==> config.mk <==
export PLATFORM = sky130hd
export DESIGN_NAME = mips_controller
export DESIGN_NICKNAME = d
export VERILOG_FILES = /design/src/rtl/alu_pkg.sv /design/src/rtl/mips_controller.sv
export SDC_FILE = /design/constraint.sdc
export NUM_CORES = 1
export LEC_CHECK = 0
export ABC_CLOCK_PERIOD_IN_PS = 1800
export CORE_MARGIN = 1.5
export CORE_UTILIZATION = 40
export CTS_BUF_LIST = sky130_fd_sc_hd__clkbuf_8
export DETAILED_ROUTE_END_ITERATION = 6
export GPL_TIMING_DRIVEN = 0
export PLACE_DENSITY = 0.72
export SLEW_MARGIN = 5
export SYNTH_ARGS = -nofsm -noshare
export SYNTH_HDL_FRONTEND = slang
export SYNTH_SLANG_ARGS = --single-unit
==> constraint.sdc <==
create_clock -name clk -period 1.8 [get_ports clk]
set_input_delay 0.36 -clock clk [delete_from_list [all_inputs] [get_ports clk]]
set_output_delay 0.36 -clock clk [all_outputs]
set_load 0.02 [all_outputs]
==> src/rtl/alu_pkg.sv <==
// rtl/alu_pkg.sv - ALU operation class shared by main control and ALU control decoder
package alu_pkg;

  typedef enum logic [3:0] {
    ALU_ADDIU = 4'd0,
    ALU_SUBIU = 4'd1,
    ALU_ANDI  = 4'd2,
    ALU_ORI   = 4'd3,
    ALU_XORI  = 4'd4,
    ALU_SLTI  = 4'd5,
    ALU_SLTIU = 4'd6,
    ALU_RTYPE = 4'd7,
    ALU_BEQ   = 4'd8,
    ALU_BNE   = 4'd9,
    ALU_BLEZ  = 4'd10,
    ALU_BGTZ  = 4'd11,
    ALU_BLG   = 4'd12
  } alu_op_sel_t;

endpackage

==> src/rtl/mips_controller.sv <==
// rtl/mips_controller.sv - multicycle MIPS main control FSM
module mips_controller
  import alu_pkg::*;
#(
  parameter int MEM_RD_LATENCY = 1
) (
  input  logic        clk,
  input  logic        rst,
  input  logic [5:0]  ir_31_to_26,
  input  logic [5:0]  ir_5_to_0,
  output logic        pc_write,
  output logic        pc_write_cond,
  output logic        i_or_d,
  output logic        mem_read,
  output logic        mem_write,
  output logic        mem_to_reg,
  output logic        ir_write,
  output logic        jump_and_link,
  output logic        is_signed,
  output logic [1:0]  pc_source,
  output alu_op_sel_t alu_op,
  output logic        alu_src_a,
  output logic [1:0]  alu_src_b,
  output logic        reg_write,
  output logic        reg_dst,
  output logic        halted
);

  // Memory-address phase is two cycles so ALUOut is registered and stable
  // for a full cycle before it is driven onto the memory address.
  typedef enum logic [4:0] {
    S_FETCH, S_FETCH_WAIT, S_DECODE, S_MEM_ADDR, S_MEM_ADDR2,
    S_LW_READ, S_LW_WAIT, S_LW_WB, S_SW_WRITE, S_R_EXEC, S_R_WB,
    S_I_EXEC, S_I_WB, S_BRANCH, S_JUMP, S_JAL, S_JR, S_HALT
  } state_t;

  localparam logic [1:0] WAIT_LAST = 2'(MEM_RD_LATENCY - 1);

  state_t      state_q, state_d;
  logic [1:0]  cnt_q, cnt_d;
  alu_op_sel_t i_op, br_op;
  logic        i_zext, is_mult, is_jr;

  assign is_jr   = (ir_5_to_0 == 6'h08);
  assign is_mult = (ir_5_to_0 == 6'h18) || (ir_5_to_0 == 6'h19);

  // State and wait-counter registers with synchronous reset to FETCH.
  always_ff @(posedge clk) begin
    if (rst) begin
      state_q <= S_FETCH;
      cnt_q   <= 2'd0;
    end else begin
      state_q <= state_d;
      cnt_q   <= cnt_d;
    end
  end

  // Opcode to ALU class for I-type ALU ops and branches.
  always_comb begin
    i_op   = ALU_ADDIU;
    br_op  = ALU_BEQ;
    i_zext = 1'b0;
    case (ir_31_to_26)
      6'h10: i_op = ALU_SUBIU;
      6'h0C: begin i_op = ALU_ANDI; i_zext = 1'b1; end
      6'h0D: begin i_op = ALU_ORI;  i_zext = 1'b1; end
      6'h0E: begin i_op = ALU_XORI; i_zext = 1'b1; end
      6'h0A: i_op = ALU_SLTI;
      6'h0B: i_op = ALU_SLTIU;
      default: i_op = ALU_ADDIU;
    endcase
    case (ir_31_to_26)
      6'h05:   br_op = ALU_BNE;
      6'h06:   br_op = ALU_BLEZ;
      6'h07:   br_op = ALU_BGTZ;
      6'h01:   br_op = ALU_BLG;
      default: br_op = ALU_BEQ;
    endcase
  end

  // Next state, wait counter and Moore outputs.
  always_comb begin
    state_d       = state_q;
    cnt_d         = 2'd0;
    pc_write      = 1'b0;
    pc_write_cond = 1'b0;
    i_or_d        = 1'b0;
    mem_read      = 1'b0;
    mem_write     = 1'b0;
    mem_to_reg    = 1'b0;
    ir_write      = 1'b0;
    jump_and_link = 1'b0;
    is_signed     = 1'b0;
    pc_source     = 2'b00;
    alu_op        = ALU_ADDIU;
    alu_src_a     = 1'b0;
    alu_src_b     = 2'b00;
    reg_write     = 1'b0;
    reg_dst       = 1'b0;
    halted        = 1'b0;
    case (state_q)
      S_FETCH: begin
        mem_read  = 1'b1;
        alu_src_b = 2'b01;
        state_d   = S_FETCH_WAIT;
      end
      S_FETCH_WAIT: begin
        mem_read  = 1'b1;
        alu_src_b = 2'b01;
        if (cnt_q == WAIT_LAST) begin
          ir_write = 1'b1;
          pc_write = 1'b1;
          state_d  = S_DECODE;
        end else begin
          cnt_d = cnt_q + 2'd1;
        end
      end
      S_DECODE: begin
        alu_src_b = 2'b11;
        is_signed = 1'b1;
        case (ir_31_to_26)
          6'h23, 6'h2B:                             state_d = S_MEM_ADDR;
          6'h00:                                    state_d = is_jr ? S_JR : S_R_EXEC;
          6'h09, 6'h10, 6'h0C, 6'h0D, 6'h0E,
          6'h0A, 6'h0B:                             state_d = S_I_EXEC;
          6'h04, 6'h05, 6'h06, 6'h07, 6'h01:        state_d = S_BRANCH;
          6'h02:                                    state_d = S_JUMP;
          6'h03:                                    state_d = S_JAL;
          6'h3F:                                    state_d = S_HALT;
          default:                                  state_d = S_FETCH;
        endcase
      end
      S_MEM_ADDR, S_MEM_ADDR2: begin
        alu_src_a = 1'b1;
        alu_src_b = 2'b10;
        is_signed = 1'b1;
        if (state_q == S_MEM_ADDR) state_d = S_MEM_ADDR2;
        else state_d = (ir_31_to_26 == 6'h23) ? S_LW_READ : S_SW_WRITE;
      end
      S_LW_READ: begin
        mem_read = 1'b1;
        i_or_d   = 1'b1;
        state_d  = S_LW_WAIT;
      end
      S_LW_WAIT: begin
        mem_read = 1'b1;
        i_or_d   = 1'b1;
        if (cnt_q == WAIT_LAST) state_d = S_LW_WB;
        else cnt_d = cnt_q + 2'd1;
      end
      S_LW_WB: begin
        reg_write  = 1'b1;
        mem_to_reg = 1'b1;
        state_d    = S_FETCH;
      end
      S_SW_WRITE: begin
        mem_write = 1'b1;
        i_or_d    = 1'b1;
        state_d   = S_FETCH;
      end
      S_R_EXEC: begin
        alu_src_a = 1'b1;
        alu_op    = ALU_RTYPE;
        state_d   = is_mult ? S_FETCH : S_R_WB;
      end
      S_R_WB: begin
        alu_src_a = 1'b1;
        alu_op    = ALU_RTYPE;
        reg_write = 1'b1;
        reg_dst   = 1'b1;
        state_d   = S_FETCH;
      end
      S_I_EXEC, S_I_WB: begin
        alu_src_a = 1'b1;
        alu_src_b = 2'b10;
        alu_op    = i_op;
        is_signed = ~i_zext;
        reg_write = (state_q == S_I_WB);
        state_d   = (state_q == S_I_EXEC) ? S_I_WB : S_FETCH;
      end
      S_BRANCH: begin
        alu_src_a     = 1'b1;
        alu_op        = br_op;
        pc_write_cond = 1'b1;
        pc_source     = 2'b01;
        state_d       = S_FETCH;
      end
      S_JUMP: begin
        pc_write  = 1'b1;
        pc_source = 2'b10;
        state_d   = S_FETCH;
      end
      S_JAL: begin
        pc_write      = 1'b1;
        pc_source     = 2'b10;
        reg_write     = 1'b1;
        jump_and_link = 1'b1;
        state_d       = S_FETCH;
      end
      S_JR: begin
        pc_write  = 1'b1;
        pc_source = 2'b11;
        state_d   = S_FETCH;
      end
      S_HALT: begin
        halted  = 1'b1;
        state_d = S_HALT;
      end
      default: state_d = S_FETCH;
    endcase
  end

endmodule

# ---- Word level (Yosys, flattened, before mapping)
# Index checks and enable logic that the tools add are counted.
dict set report classes {
  n_addsub 1
  mul 0
  n_div 0
  order_cmp 0
  n_eq_ne 39
  n_shift 0
  muxes 29
  n_bitwise 2
  reduce_logical 23
}
# operator n
set op_table {}
lappend op_table {{$pmux W5 S9} 1}
lappend op_table {{$eq A6 B4 Y1 const B} 7}
lappend op_table {{$eq A5 B4 Y1 const B} 8}
lappend op_table {{$pmux W5 S7} 1}
lappend op_table {{$eq A6 B3 Y1 const B} 4}
lappend op_table {{$eq A5 B3 Y1 const B} 4}
lappend op_table {{$eq A6 B5 Y1 const B} 3}
lappend op_table {{$eq A6 B6 Y1 const B} 3}
lappend op_table {{$pmux W3 S6} 1}
lappend op_table {{$reduce_or A3 Y1} 6}
lappend op_table {{$mux W4} 4}
lappend op_table {{$mux W5} 3}
lappend op_table {{$reduce_or A2 Y1} 7}
lappend op_table {{$reduce_or A7 Y1} 2}
lappend op_table {{$eq A6 B2 Y1 const B} 2}
lappend op_table {{$mux W1} 12}
lappend op_table {{$pmux W2 S3} 2}
lappend op_table {{$pmux W3 S4} 1}
lappend op_table {{$pmux W4 S3} 1}
lappend op_table {{$eq A5 B2 Y1 const B} 2}
lappend op_table {{$eq A5 B5 Y1 const B} 2}
lappend op_table {{$reduce_or A4 Y1} 2}
lappend op_table {{$eq A6 B1 Y1 const B} 1}
lappend op_table {{$logic_not A6 Y1} 1}
lappend op_table {{10 further kinds} 14}
dict set report totals {
  regBits 7
  latch_bits 0
  mem_bits_rw 0
  rom_bits 0
  inputBits 14
  wordCells 96
  mem_count 0
}

# ---- Depth between registers and ports, before layout
dict set report logic_depth {
  ltp_word 5
  depth_mapped 7
  mapped_depth_nobuf 6
}

# ---- Least setup slack after synthesis
# Ideal clock, no wire load.
dict set report synth_path {
  kind {reg2out}
  start {register state_q[4]}
  end {output port alu_src_b[0]}
  arrival_time_ns 1.806
  required_time_ns 1.440
  slack_ns -0.366
  stages_incl_launch_ff 4
  n_path_buf 2
  path_cell_list {dfxtp_1 clkbuf_1 clkbuf_1 a2111oi_0}
}
dict set report synth_via {
  elab_chain_cells 3
}
# item line
set synth_rtl {}
lappend synth_rtl {{from (decl)} mips_controller.sv:39} ;# state_t state_q, state_d;
lappend synth_rtl {{from (signal assigned)} mips_controller.sv:53} ;# state_q <= state_d;
lappend synth_rtl {{$eq A5 B2 Y1 (tied with other cells)} mips_controller.sv:101} ;# case (state_q)
lappend synth_rtl {{$reduce_or A4 Y1 (no line) / $reduce_or A2 Y1 (equally long branches)} n/a}
lappend synth_rtl {{$pmux W2 S3 *} mips_controller.sv:101}
lappend synth_rtl {{to (decl)} mips_controller.sv:23} ;# output logic [1:0] alu_src_b,
# Every way passes the cells marked *; elsewhere a longest branch is shown, timed or not.

# ---- Worst setup path after layout
dict set report layout_path {
  start {register state_q[2]}
  end {output port alu_op[1]}
}
dict set report layout_via {
  elab_chain_cells 3
}
# item line
set layout_rtl {}
lappend layout_rtl {{$eq A5 B4 Y1} mips_controller.sv:101}
lappend layout_rtl {{$reduce_or A2 Y1} n/a}
lappend layout_rtl {{$pmux W4 S3 *} mips_controller.sv:101}
lappend layout_rtl {{to (decl)} mips_controller.sv:21} ;# output alu_op_sel_t alu_op,
# Marked as above.

==> impl_metrics.toml <==
[setup_path]
reg2reg_depth = 7
cp-start-kind = "flop"
r2r_start = "state_q[2]"
crit_path_end_kind = "output port"
arrival_ns = 1.97
critPathKind = "flop to output port"
reg2reg_slack_ns = -0.11
path_max_fanout = 4
required_ns = 1.44
r2r-end = "state_q[1]"

[clock_network]
clk_pin_slew_ns = 0.04
clock_path_buffers = 2
cts_tree = "built"
cts.sinks = 7
cts_buffers = 3
cts.htree.levels = 1
clk_latency_ns = 0.22
cts-root-buf = "clkbuf_8"
cts_hold_buffers = 0

[power_and_ir_drop]
p_total_mw = 2.28
switching_share_pct = 46.6
p_per_area_nw_per_um2 = 1010
p_clk_share_pct = 9.2
leakagePower_nw = 0.983
power.internal_mw = 1.22
irDropWorstVdd_mv = 1.22
switchingPower_mw = 1.06
p_comb_share_pct = 80.8
sequentialPowerShare_pct = 10.0

[route]
wl_met1_mm = 2.10
top_layer_used = "met4"
dr.pass1.iters = 4
wl_met3_um = 310
wl_per_cell_um = 18.9
wl_met2_mm = 2.78
drtIter0Drc = 165
routed_wirelength_mm = 5.28
avgViaCountPerCell = 6.25
final_antenna_net_count = 0
drc = 0
vias = 1749

[cells_and_area]
area_delta_synth_final_pct = 89.9
final_common_cell = "buf_4"
seq_area_um2 = 154
drive_gt1_share_pct = 54.2
nets = 265
multiInputGateArea_um2 = 1170
mostFrequentLayoutCells = "35 x buf_4, 20 x buf_6, 14 x nor2_1"
design_area_um2 = 2250
n_fill_cell = 176
n_antenna_cell = 0

[timing]
period_share_pct = 129
finalHoldViolCount = 0
final_max_slew_viol_count = 0
max_slew.worst_pin.slew_ns = 0.425
fmax_ghz = 0.430
timing.final.ws_setup_ns = -0.527
skew_ns = 0.00324
finalSetupTns_ns = -2.86
slew_headroom_pct = 71.4
rsz0062_at_grt = "yes"
setup_violations = 24
whs_ns = 0.503
period_minus_slack_ns = 2.33

[placement]
dp_hpwl_mm = 2.85
portBuffers = 34
dpl-instance-area_um2 = 1590
gp_congestion = 0.880

[logic_synthesis]
synthFlopType = "dfxtp_1"
async_reset_ff_share_pct = 0
yosys.area.top_type = "dfxtp_1"
ys_types = 60
yosysSeqAreaShare_pct = 11.9
synth_area_um2 = 1180
ys_seq_elements = 7
yosys-top-cells-area = "dfxtp_1 12%, nor2_1 6.7%, o21ai_0 5.9%, a2111oi_4 4.7%, a21oi_1 4.2%"
synth_edf_count = 0
synth_nets = 190
synthCells = 175
yosysTopAreaCellShare_pct = 11.9
synth_area_per_cell_um2 = 6.76
synth_warnings = 0

[global_routing]
grt.total_usage_pct = 29.6
first_global_vias = 1647
grt_max_degree = 11
antenna_found_initial = 0
grt_pass1_wl_mm = 7.70
gr-total-overflow = 0

[flow_run]
maxCapViolCount = 0

[floorplan]
ios = 35
rows = 19
fp.dieH_um = 57.4
die_w_um = 57.4
core_um2 = 2780
initial_core_util_pct = 42.5
dieArea_um2 = 3290

[outcome]
failed_checks = "setup timing"
status = "finished with violations"

[worst_hold_path]
worstHoldStart = "cnt_q[0]"
min_path_cells = 2
min_to = "cnt_q[0]"
hold_class = "flop to flop"
==> power groups by stage <==
| stage | Clock (mW) | Sequential (mW) | Combinational [mW] |
|---|---|---|---|
| final | 0.209 | 0.227 | 1.84 |
| after global routing | 0.227 | 0.229 | 1.91 |
| after CTS | 0.214 | 0.223 | 1.49 |
| after detailed placement | 0 | 0.213 | 1.06 |
| after global placement | 0 | 0.213 | 1.04 |
| after floorplan | 0 | 0.206 | 0.718 |
==> stage by stage <==
stage | setup slack [ns] | std cells | utilization (%)
floorplan | -0.220 | 175 | -
global placement | -1.31 | 240 | 57.0
detailed placement | -1.38 | 240 | 57.0
CTS | -0.577 | 270 | 73.0
global route | -0.596 | 280 | 80.7
finish | -0.527 | 280 | 80.7
==> area by class of cell <==
cell class                 count  area share (%)
buffer                        15            7.86
clock buffer                   3            1.84
clock inverter                 1           0.167
inverter                      12            2.45
multi-input combinational    139            51.9
sequential                     7            6.85
tap                           31            1.73
timing repair buffer          72            27.2
==> how the worst max path moves through the flow <==
stage / startpoint / to / cells after the start
3_3_place_gp: ir_31_to_26[2] / is_signed / 8
4_1_cts: state_q[2] / alu_op[1] / 6
3_5_place_dp: ir_31_to_26[2] / is_signed / 8
2_1_floorplan: state_q[2] / alu_op[1] / 6
6_report: state_q[2] / alu_op[1] / 6
5_1_grt: state_q[2] / alu_op[1] / 7
==> cells in the mapped netlist (3+ instances only) <==
cell,count
o21ai_0,14
nand2b_1,3
inv_1,12
a21o_1,3
dfxtp_1,7
clkbuf_1,8
a32oi_1,3
nor3_1,5
nand3_1,5
o211ai_1,3
nand2_1,12
buf_2,6
and3_1,5
a31oi_1,3
and2_1,4
a21oi_1,10
nor2_1,21
==> routing by layer <==
metal | up-vias | global-route usage, %
met5 | - | 0
met4 | 0 | 7.97
met3 | 12 | 5.90
met2 | 103 | 53.1
met1 | 837 | 35.5
li1 | 797 | -
==> state kept, by name, indices dropped and copies added, names as in the netlist <==
register / count
state_q: 5
cnt_q: 2
==> cells by family after synthesis <==
kind of cell,Yosys count,share of synthesized area [%]
AND/OR/NAND/NOR,79,38.0
flip-flops,7,11.9
multiplexers,1,0.847
XOR/XNOR,1,0.741
adder cells (fa/ha/maj),1,1.06
AO/OA/AOI/OAI,57,36.7
buffers and inverters,29,10.8
==> what timing repair did <==
action                     4_1_cts  5_1_grt
setup buffers                   27       11
setup endpoints to repair       26       24
resized for setup              177       61
pin swaps                       21       26
==> worst max-delay path, stage by stage (launching register included) <==
cell	delay [ns]
dfxtp_4	0.36
or3b_4	0.41
a2111oi_4	0.35
and3b_2	0.27
a31oi_1	0.10
o21ai_2	0.13
buf_6	0.13
No activity file was read; power rests on OpenSTA's default activity.
